$ cat src/rtl/norm_gain_pkg.sv
// ============================================================================
// Module   : norm_gain_pkg
// Brief    : Shared widths, constants and state encoding for normalized-gain stages.
// Revision : 1.0
// ============================================================================
`default_nettype none

package norm_gain_pkg;

  localparam int          DATA_W_DEF = 16;
  localparam int          COEF_W     = 18;
  localparam int          FRAC_W     = 16;
  localparam int          ACC_W      = 34;
  localparam logic [17:0] COEF_ONE   = 18'h10000;
  localparam logic [15:0] ROUND_HALF = 16'h8000;

  typedef enum logic [1:0] {
    IDLE = 2'd0,
    BUSY = 2'd1,
    DONE = 2'd2
  } state_t;

endpackage

`default_nettype wire

$ cat src/rtl/norm_gain_if.sv
// ============================================================================
// Module   : norm_gain_if
// Brief    : Operand-in / result-out valid-ready bundle for the gain multiplier.
// Revision : 1.0
// ============================================================================
`default_nettype none

interface norm_gain_if #(
  parameter int DATA_W = 16,
  parameter int COEF_W = 18
);

  logic              in_valid;
  logic              in_ready;
  logic [DATA_W-1:0] in_sample;
  logic [COEF_W-1:0] in_coef;
  logic              out_valid;
  logic              out_ready;
  logic [DATA_W-1:0] out_data;
  logic              out_sat;

  modport master (
    output in_valid, in_sample, in_coef, out_ready,
    input  in_ready, out_valid, out_data, out_sat
  );

  modport slave (
    input  in_valid, in_sample, in_coef, out_ready,
    output in_ready, out_valid, out_data, out_sat
  );

endinterface

`default_nettype wire

$ cat src/rtl/norm_gain_sat.sv
// ============================================================================
// Module   : norm_gain_sat
// Brief    : Round (NORM_GAIN_ROUND_EN), drop FRAC_W bits, saturate to DATA_W.
// Revision : 1.0
// ============================================================================
`default_nettype none

module norm_gain_sat
  import norm_gain_pkg::*;
#(
  parameter int DATA_W = DATA_W_DEF,
  parameter int AW     = norm_gain_pkg::ACC_W,
  parameter int FW     = norm_gain_pkg::FRAC_W
) (
  input  logic [AW-1:0]     acc_i,
  output logic [DATA_W-1:0] data_o,
  output logic              sat_o
);

  // One guard bit keeps the rounding add from ever wrapping.
  logic [AW:0] w_sum;
  logic [AW:0] w_q;

`ifdef NORM_GAIN_ROUND_EN
  assign w_sum = {1'b0, acc_i} + (AW+1)'(ROUND_HALF);
`else
  assign w_sum = {1'b0, acc_i};
`endif

  assign w_q    = w_sum >> FW;
  assign sat_o  = |w_q[AW:DATA_W];
  assign data_o = sat_o ? {DATA_W{1'b1}} : w_q[DATA_W-1:0];

endmodule

`default_nettype wire

$ cat src/rtl/norm_gain_mult.sv
// ============================================================================
// Module   : norm_gain_mult
// Brief    : Serial shift-add sample x 2.16 coefficient multiply with saturation;
//            rounding enabled by NORM_GAIN_ROUND_EN.
// Revision : 1.0
// ============================================================================
`default_nettype none

module norm_gain_mult
  import norm_gain_pkg::*;
#(
  parameter int DATA_W = DATA_W_DEF,
  parameter int COEF_W = norm_gain_pkg::COEF_W,
  parameter int FRAC_W = norm_gain_pkg::FRAC_W
) (
  input  logic       clk,
  input  logic       rst,
  norm_gain_if.slave bus
);

  localparam int AW    = DATA_W + COEF_W;
  localparam int CNT_W = $clog2(COEF_W + 1);

  state_t            state_q, state_d;
  logic [AW-1:0]     acc_q, acc_d;
  logic [AW-1:0]     samp_q, samp_d;
  logic [COEF_W-1:0] coef_q, coef_d;
  logic [CNT_W-1:0]  cnt_q, cnt_d;
  logic [DATA_W-1:0] out_data_q, out_data_d;
  logic              out_sat_q, out_sat_d;

  logic [DATA_W-1:0] w_sat_data;
  logic              w_sat;

  norm_gain_sat #(
    .DATA_W (DATA_W),
    .AW     (AW),
    .FW     (FRAC_W)
  ) u_sat (
    .acc_i  (acc_q),
    .data_o (w_sat_data),
    .sat_o  (w_sat)
  );

  always_ff @(posedge clk) begin
    if (rst) begin
      state_q    <= IDLE;
      acc_q      <= '0;
      samp_q     <= '0;
      coef_q     <= '0;
      cnt_q      <= '0;
      out_data_q <= '0;
      out_sat_q  <= 1'b0;
    end else begin
      state_q    <= state_d;
      acc_q      <= acc_d;
      samp_q     <= samp_d;
      coef_q     <= coef_d;
      cnt_q      <= cnt_d;
      out_data_q <= out_data_d;
      out_sat_q  <= out_sat_d;
    end
  end

  always_comb begin
    state_d    = state_q;
    acc_d      = acc_q;
    samp_d     = samp_q;
    coef_d     = coef_q;
    cnt_d      = cnt_q;
    out_data_d = out_data_q;
    out_sat_d  = out_sat_q;

    case (state_q)
      IDLE: begin
        if (bus.in_valid) begin
          samp_d  = AW'(bus.in_sample);
          coef_d  = bus.in_coef;
          acc_d   = '0;
          cnt_d   = '0;
          state_d = BUSY;
        end
      end
      BUSY: begin
        // Final accumulator is registered into the result on the cycle after the last step.
        if (cnt_q == CNT_W'(COEF_W)) begin
          out_data_d = w_sat_data;
          out_sat_d  = w_sat;
          state_d    = DONE;
        end else begin
          if (coef_q[0]) begin
            acc_d = acc_q + samp_q;
          end
          samp_d = samp_q << 1;
          coef_d = coef_q >> 1;
          cnt_d  = cnt_q + 1'b1;
        end
      end
      DONE: begin
        if (bus.out_ready) begin
          state_d = IDLE;
        end
      end
      default: begin
        state_d = IDLE;
      end
    endcase
  end

  assign bus.in_ready  = (state_q == IDLE);
  assign bus.out_valid = (state_q == DONE);
  assign bus.out_data  = out_data_q;
  assign bus.out_sat   = out_sat_q;

endmodule

`default_nettype wire
$ cat src/flat_wrapper.sv
// flat-port wrapper written by rule: the top's interface ports become plain ports
module norm_gain_mult_flat import norm_gain_pkg::*;
#(
  parameter int DATA_W = DATA_W_DEF,
  parameter int COEF_W = norm_gain_pkg::COEF_W,
  parameter int FRAC_W = norm_gain_pkg::FRAC_W
)
  (clk, rst, bus_in_valid, bus_in_sample, bus_in_coef, bus_out_ready, bus_in_ready, bus_out_valid, bus_out_data, bus_out_sat);
  norm_gain_if #(.DATA_W(DATA_W), .COEF_W(COEF_W)) bus_i ();
  input  logic clk;
  input  logic rst;
  input wire logic [$bits(bus_i.in_valid)-1:0] bus_in_valid;
  input wire logic [$bits(bus_i.in_sample)-1:0] bus_in_sample;
  input wire logic [$bits(bus_i.in_coef)-1:0] bus_in_coef;
  input wire logic [$bits(bus_i.out_ready)-1:0] bus_out_ready;
  output wire logic [$bits(bus_i.in_ready)-1:0] bus_in_ready;
  output wire logic [$bits(bus_i.out_valid)-1:0] bus_out_valid;
  output wire logic [$bits(bus_i.out_data)-1:0] bus_out_data;
  output wire logic [$bits(bus_i.out_sat)-1:0] bus_out_sat;
  assign bus_i.in_valid = bus_in_valid;
  assign bus_i.in_sample = bus_in_sample;
  assign bus_i.in_coef = bus_in_coef;
  assign bus_i.out_ready = bus_out_ready;
  assign bus_in_ready = bus_i.in_ready;
  assign bus_out_valid = bus_i.out_valid;
  assign bus_out_data = bus_i.out_data;
  assign bus_out_sat = bus_i.out_sat;
  norm_gain_mult #(.DATA_W(DATA_W), .COEF_W(COEF_W), .FRAC_W(FRAC_W)) u_core (.clk(clk), .rst(rst), .bus(bus_i));
endmodule
$ cat config.mk
export PLATFORM = sky130hd
export DESIGN_NAME = norm_gain_mult_flat
export DESIGN_NICKNAME = d
export VERILOG_FILES = /design/src/rtl/norm_gain_pkg.sv /design/src/rtl/norm_gain_if.sv /design/src/rtl/norm_gain_sat.sv /design/src/rtl/norm_gain_mult.sv /design/src/flat_wrapper.sv
export SDC_FILE = /design/constraint.sdc
export NUM_CORES = 1
export LEC_CHECK = 0
export BUFFER_PORTS_ARGS = -buffer_cell sky130_fd_sc_hd__buf_4
export CAP_MARGIN = 20
export CORE_MARGIN = 8
export CORE_UTILIZATION = 54
export DETAILED_ROUTE_END_ITERATION = 7
export GPL_TIMING_DRIVEN = 1
export PLACE_DENSITY = 0.87
export SLEW_MARGIN = 30
export SYNTH_ARGS = -nofsm -noshare
export SYNTH_HDL_FRONTEND = slang
export SYNTH_SLANG_ARGS = --single-unit
$ cat constraint.sdc
create_clock -name clk -period 2.75 [get_ports clk]
set_input_delay 0.55 -clock clk [delete_from_list [all_inputs] [get_ports clk]]
set_output_delay 0.55 -clock clk [all_outputs]
set_load 0.02 [all_outputs]
# == Word-level counts from Yosys, hierarchy flattened ==
# Index checks and enable logic that the tools add are counted.
# op_classes
eq_ne,8
n_addsub,2
muxes,18
reduce_logical,7
# ops
op,n
34-bit two-way mux,5
34-bit one-hot mux with 2 select lines,2
18-bit two-way mux,2
18-bit one-hot mux with 2 select lines,1
34-bit adder,1
16-bit two-way mux,1
5-bit two-way mux,2
5-bit one-hot mux with 2 select lines,1
2-bit two-way mux,3
"2-bit != test, second input constant",3
2-bit one-hot mux with 3 select lines,1
3-bit AND reduction,2
"5-bit by 1-bit adder with 5-bit output, second input constant",1
"5-bit equality test, second input constant",1
"2-bit by 1-bit != test with 1-bit output, second input constant",2
4-bit AND reduction,1
"2-bit by 1-bit equality test with 1-bit output, second input constant",1
"2-bit equality test, second input constant",1
2-bit zero test,1
2-bit AND reduction,1
2-bit nonzero test,1
2-bit OR reduction,1
# word_totals
input_bits,38
elab_cells,42
out_inout_bits,19
register_bits,110

# == Depth between registers and ports, before layout ==
# depth
ltp_word,4
ltp_mapped,11
ltp_nobuf,11

# == By module ==
# A second synthesis with hierarchy kept.
# unflattened
hier_cells,690
area_unflattened_um2,5823.1
# by_module_without_submodules
mod,seq_area_each_um2,cells_per_inst,instances,area_per_inst_um2
norm_gain_mult,2202.1,671,1,5695.5
norm_gain_sat,0.0,19,1,127.6

# == Worst setup path after synthesis ==
# OpenSTA, ideal clock, no wires.
# synth_path
path_kind,flip-flop to flip-flop
startpoint,register u_core.samp_q[0]
endpoint,register u_core.acc_q[32]
stages_incl_launch_ff,12
period_less_slack_ns,2.601
required_time_ns,2.633
arrival_ns,2.484
path_slack_ns,0.149
path_buffers,0
cell_sequence,dfxtp_1 ha_1 inv_1 fa_1 and2b_1 o2111ai_1 a21oi_2 o21bai_2 o211a_1 nor4_1 o21ai_0 a32o_1
# synth_via
elab_chain_cells,4
# synth_rtl
item,line,text
from (decl),norm_gain_mult.sv:26,"logic [AW-1:0] samp_q, samp_d;"
from (signal assigned),norm_gain_mult.sv:57,samp_q <= samp_d;
34-bit adder,norm_gain_mult.sv:92,acc_d = acc_q + samp_q;
34-bit two-way mux,norm_gain_mult.sv:91,if (coef_q[0]) begin
34-bit two-way mux,norm_gain_mult.sv:86,if (cnt_q == CNT_W'(COEF_W)) begin
34-bit one-hot mux with 2 select lines,norm_gain_mult.sv:74,case (state_q)
to (signal assigned),norm_gain_mult.sv:48,acc_q <= '0;
to (signal assigned),norm_gain_mult.sv:56,acc_q <= acc_d;
to (decl),norm_gain_mult.sv:25,"logic [AW-1:0] acc_q, acc_d;"
# No other way between the ends. The select of a mux whose other input is x is not followed.
# A chain may end at the register's enable or synchronous reset.

# == Worst setup path after layout ==
# layout_path
startpoint,register u_core.samp_q[18]
endpoint,register u_core.acc_q[33]
# Same word-level chain as after synthesis.

==> results.py <==
metrics = {
    "synth": {
        "syn_area_per_cell_sq_um": 8.82,
        "synthFlopType": "dfxtp_1",
        "ys_ff_latch": 110,
        "synth.distinct_cells": 60,
        "synth_top_area_cell": "dfxtp_1",
        "synth_edf_count": 0,
        "seq_area_frac_synth": 0.383,
        "synth_top_area_frac": 0.383,
        "synth_area_sq_um": 5750,
        "syn-num-nets": 726,
        "netlist_top_cells_count": "110 x dfxtp_1, 106 x nor2_1, 36 x a211oi_1",
        "yosys-top-cells-area": "dfxtp_1 38%, ha_1 7.6%, nor2_1 6.9%",
        "ys_async_sr_fraction": 0,
        "netlist_instances": 652,
        "synthMostInstantiatedCell": "dfxtp_1",
        "ys_warn_count": 0,
    },
    "power": {
        "power_switching_w": 0.000797,
        "power_density_nw_per_um2": 443,
        "combPwrFrac": 0.117,
        "p_clk_frac": 0.311,
        "p_int_w": 0.00214,
        "ir_drop_uv": 236,
        "p_leak_nw": 3.01,
        "pwr-share-seq": 0.572,
        "switching_share": 0.271,
    },
    "global_routing": {
        "antenna_found_initial": 0,
        "grt_pass1_wl_mm": 23.9,
        "grt-ovfl-total": 0,
        "grt_max_degree": 65,
        "grt_pass1_vias": 5237,
        "grt_usage": 0.199,
    },
    "placed_design": {
        "portBuffers": 56,
        "hpwlAfterDp_mm": 10.3,
        "place_congestion": 0.946,
        "place_ws_ns": -0.0790,
    },
    "sta": {
        "slew_headroom": 0.538,
        "setup_viol": 0,
        "hold_viol": 0,
        "finalMaxSlewViolations": 0,
        "fmax_mhz": 376,
        "skew_ns": 0.0205,
        "worst_pin_slew_ns": 0.684,
        "layout_setup_ws_ns": 0.0872,
        "min_period_ns": 2.66,
        "period_share": 0.968,
        "whs_ns": 0.405,
    },
    "setup_path": {
        "crit_start": "u_core.samp_q[18]",
        "crit_required_ns": 3.03,
        "critPathMaxFanout": 3,
        "cp-end-kind": "register",
        "r2r_start": "u_core.samp_q[18]",
        "startpoint_type": "register",
        "crit_chain": "ha_1 > a21o_1 > a2111oi_4 > o41ai_2 > or3b_1 > o211ai_2 > and3b_1 > nor4b_2 > nand3b_1",
        "cp_slowest_cell": "or3b_1",
        "crit_arrival_ns": 2.94,
        "crit_type": "reg2reg",
        "cp_slowest_stage_delay_ns": 0.42,
    },
    "final_layout": {
        "seqCellArea_sq_um": 2210,
        "drive_above_1_share": 0.165,
        "nNetsFinal": 774,
        "diodes": 0,
        "area_growth_pct": 15.5,
        "multi_input_area_sq_um": 3480,
        "fill_cells": 825,
    },
    "route": {
        "vias": 5134,
        "dr.pass1.iters": 4,
        "drt_iter0_drc": 367,
        "drc": 0,
        "wl_per_cell_microns": 17.2,
        "drt-total-wl_mm": 14.5,
        "viasPerCell": 6.10,
        "ant_nets": 0,
    },
    "cts": {
        "cts_buffer_depth": 2,
        "insertion_delay_ns": 0.39,
        "clkSlewWorstSetupHoldPaths_ns": 0.10,
        "hold_buffers": 0,
        "cts_buffers": 9,
        "cts.sinks": 110,
        "htreeDepth": 3,
        "cts_root_buf": "clkbuf_8",
        "cts_tree": "done",
    },
    "job": {
        "max_cap_viol_count": 0,
    },
    "run_status": {
        "status": "finished clean",
    },
    "min_path": {
        "hold_path.startpoint": "bus_in_sample[0]",
        "hp-class": "in2reg",
    },
    "floorplan": {
        "die_h_microns": 119,
        "start_util": 0.557,
        "io_pins": 57,
        "die_area_sq_um": 14200,
        "rows": 37,
        "die_x_microns": 119,
        "core_area_sq_um": 10300,
    },
}
## path summary, 6_finish.rpt
check                           to  slack, ns  cells past startpoint
hold / removal    u_core.samp_q[0]       0.40                      3
setup / recovery  u_core.acc_q[33]       0.09                      9
hold reg to reg   u_core.acc_q[14]       0.48                      2
setup reg to reg  u_core.acc_q[33]       0.09                      9
## power by group through the flow
stage	Clock [W]	Sequential [W]	Combinational [W]
after floorplan	0	0.00170	0.000233
after global placement	0	0.00171	0.000321
after detailed placement	0	0.00172	0.000338
after CTS	0.000920	0.00168	0.000342
after global routing	0.000981	0.00169	0.000377
final	0.000916	0.00168	0.000343
## cells by family after synthesis
kind of cell	after synthesis	share of synthesized area
compound gates	200	0.250
buf+inv	48	0.0320
simple gates	202	0.163
flops	110	0.383
mux	31	0.0540
fa+ha+maj	36	0.0797
xor+xnor	25	0.0381
## per-stage QoR
stage                     cell area [sq um]  cells  power (W)  utilization  TNS [ns]
final                                  6640    841    0.00294        0.643         0
after detailed placement               6350    824    0.00206        0.615   -0.0792
after floorplan                        5750    652    0.00194            -         0
after global routing                   6640    841    0.00305        0.643   -0.0143
after CTS                              6540    840    0.00294        0.634         0
after global placement                 6350    824    0.00204        0.615         0
## cell type report
type,count,area share
multi-input cells,494,0.524
repair buffers,74,0.0855
inverters,11,0.00622
clock inverters,5,0.00509
well taps,136,0.0256
clock buffers,11,0.0213
flip-flops and latches,110,0.332
## registers in the layout, summed over array words and instances, names as in the netlist
register / cells
u_core.samp_q: 34
u_core.coef_q: 18
u_core.bus.out_data: 16
u_core.acc_q: 34
u_core.state_q: 2
u_core.cnt_q: 5
u_core.bus.out_sat: 1
## layer usage
layer  GRT usage  wire length [microns]
met4      0.0925                    410
met1       0.225                   6200
met5           0                      0
met2       0.361                   7310
met3      0.0293                    588
## cells in the final DEF (no fill, tap or decap), types with 11 or more instances in the layout
cell      instances
xor2_1           14
nor2_1          105
nand2_1          22
a21o_1           20
a21oi_1          34
mux2i_1          31
ha_1             34
nor3_1           24
a22o_1           28
xnor2_1          11
a22oi_1          14
dfxtp_1         108
o21ai_0          14
a211oi_1         35
buf_4            73
## worst max-delay path: cells and delay by family, from the launching register on
kind / cells / cell delay (ns)
fa+ha+maj: 1 / 0.31
simple gates: 4 / 0.88
compound gates: 4 / 1.03
flops: 1 / 0.34
## what timing repair did
action                     CTS  global route
gates resized for setup      4            16
setup endpoints to repair    4            10
gates cloned                 0             0
pin swaps                    0            11
buffers inserted             0             2
Power figures use the tool's default switching activity.
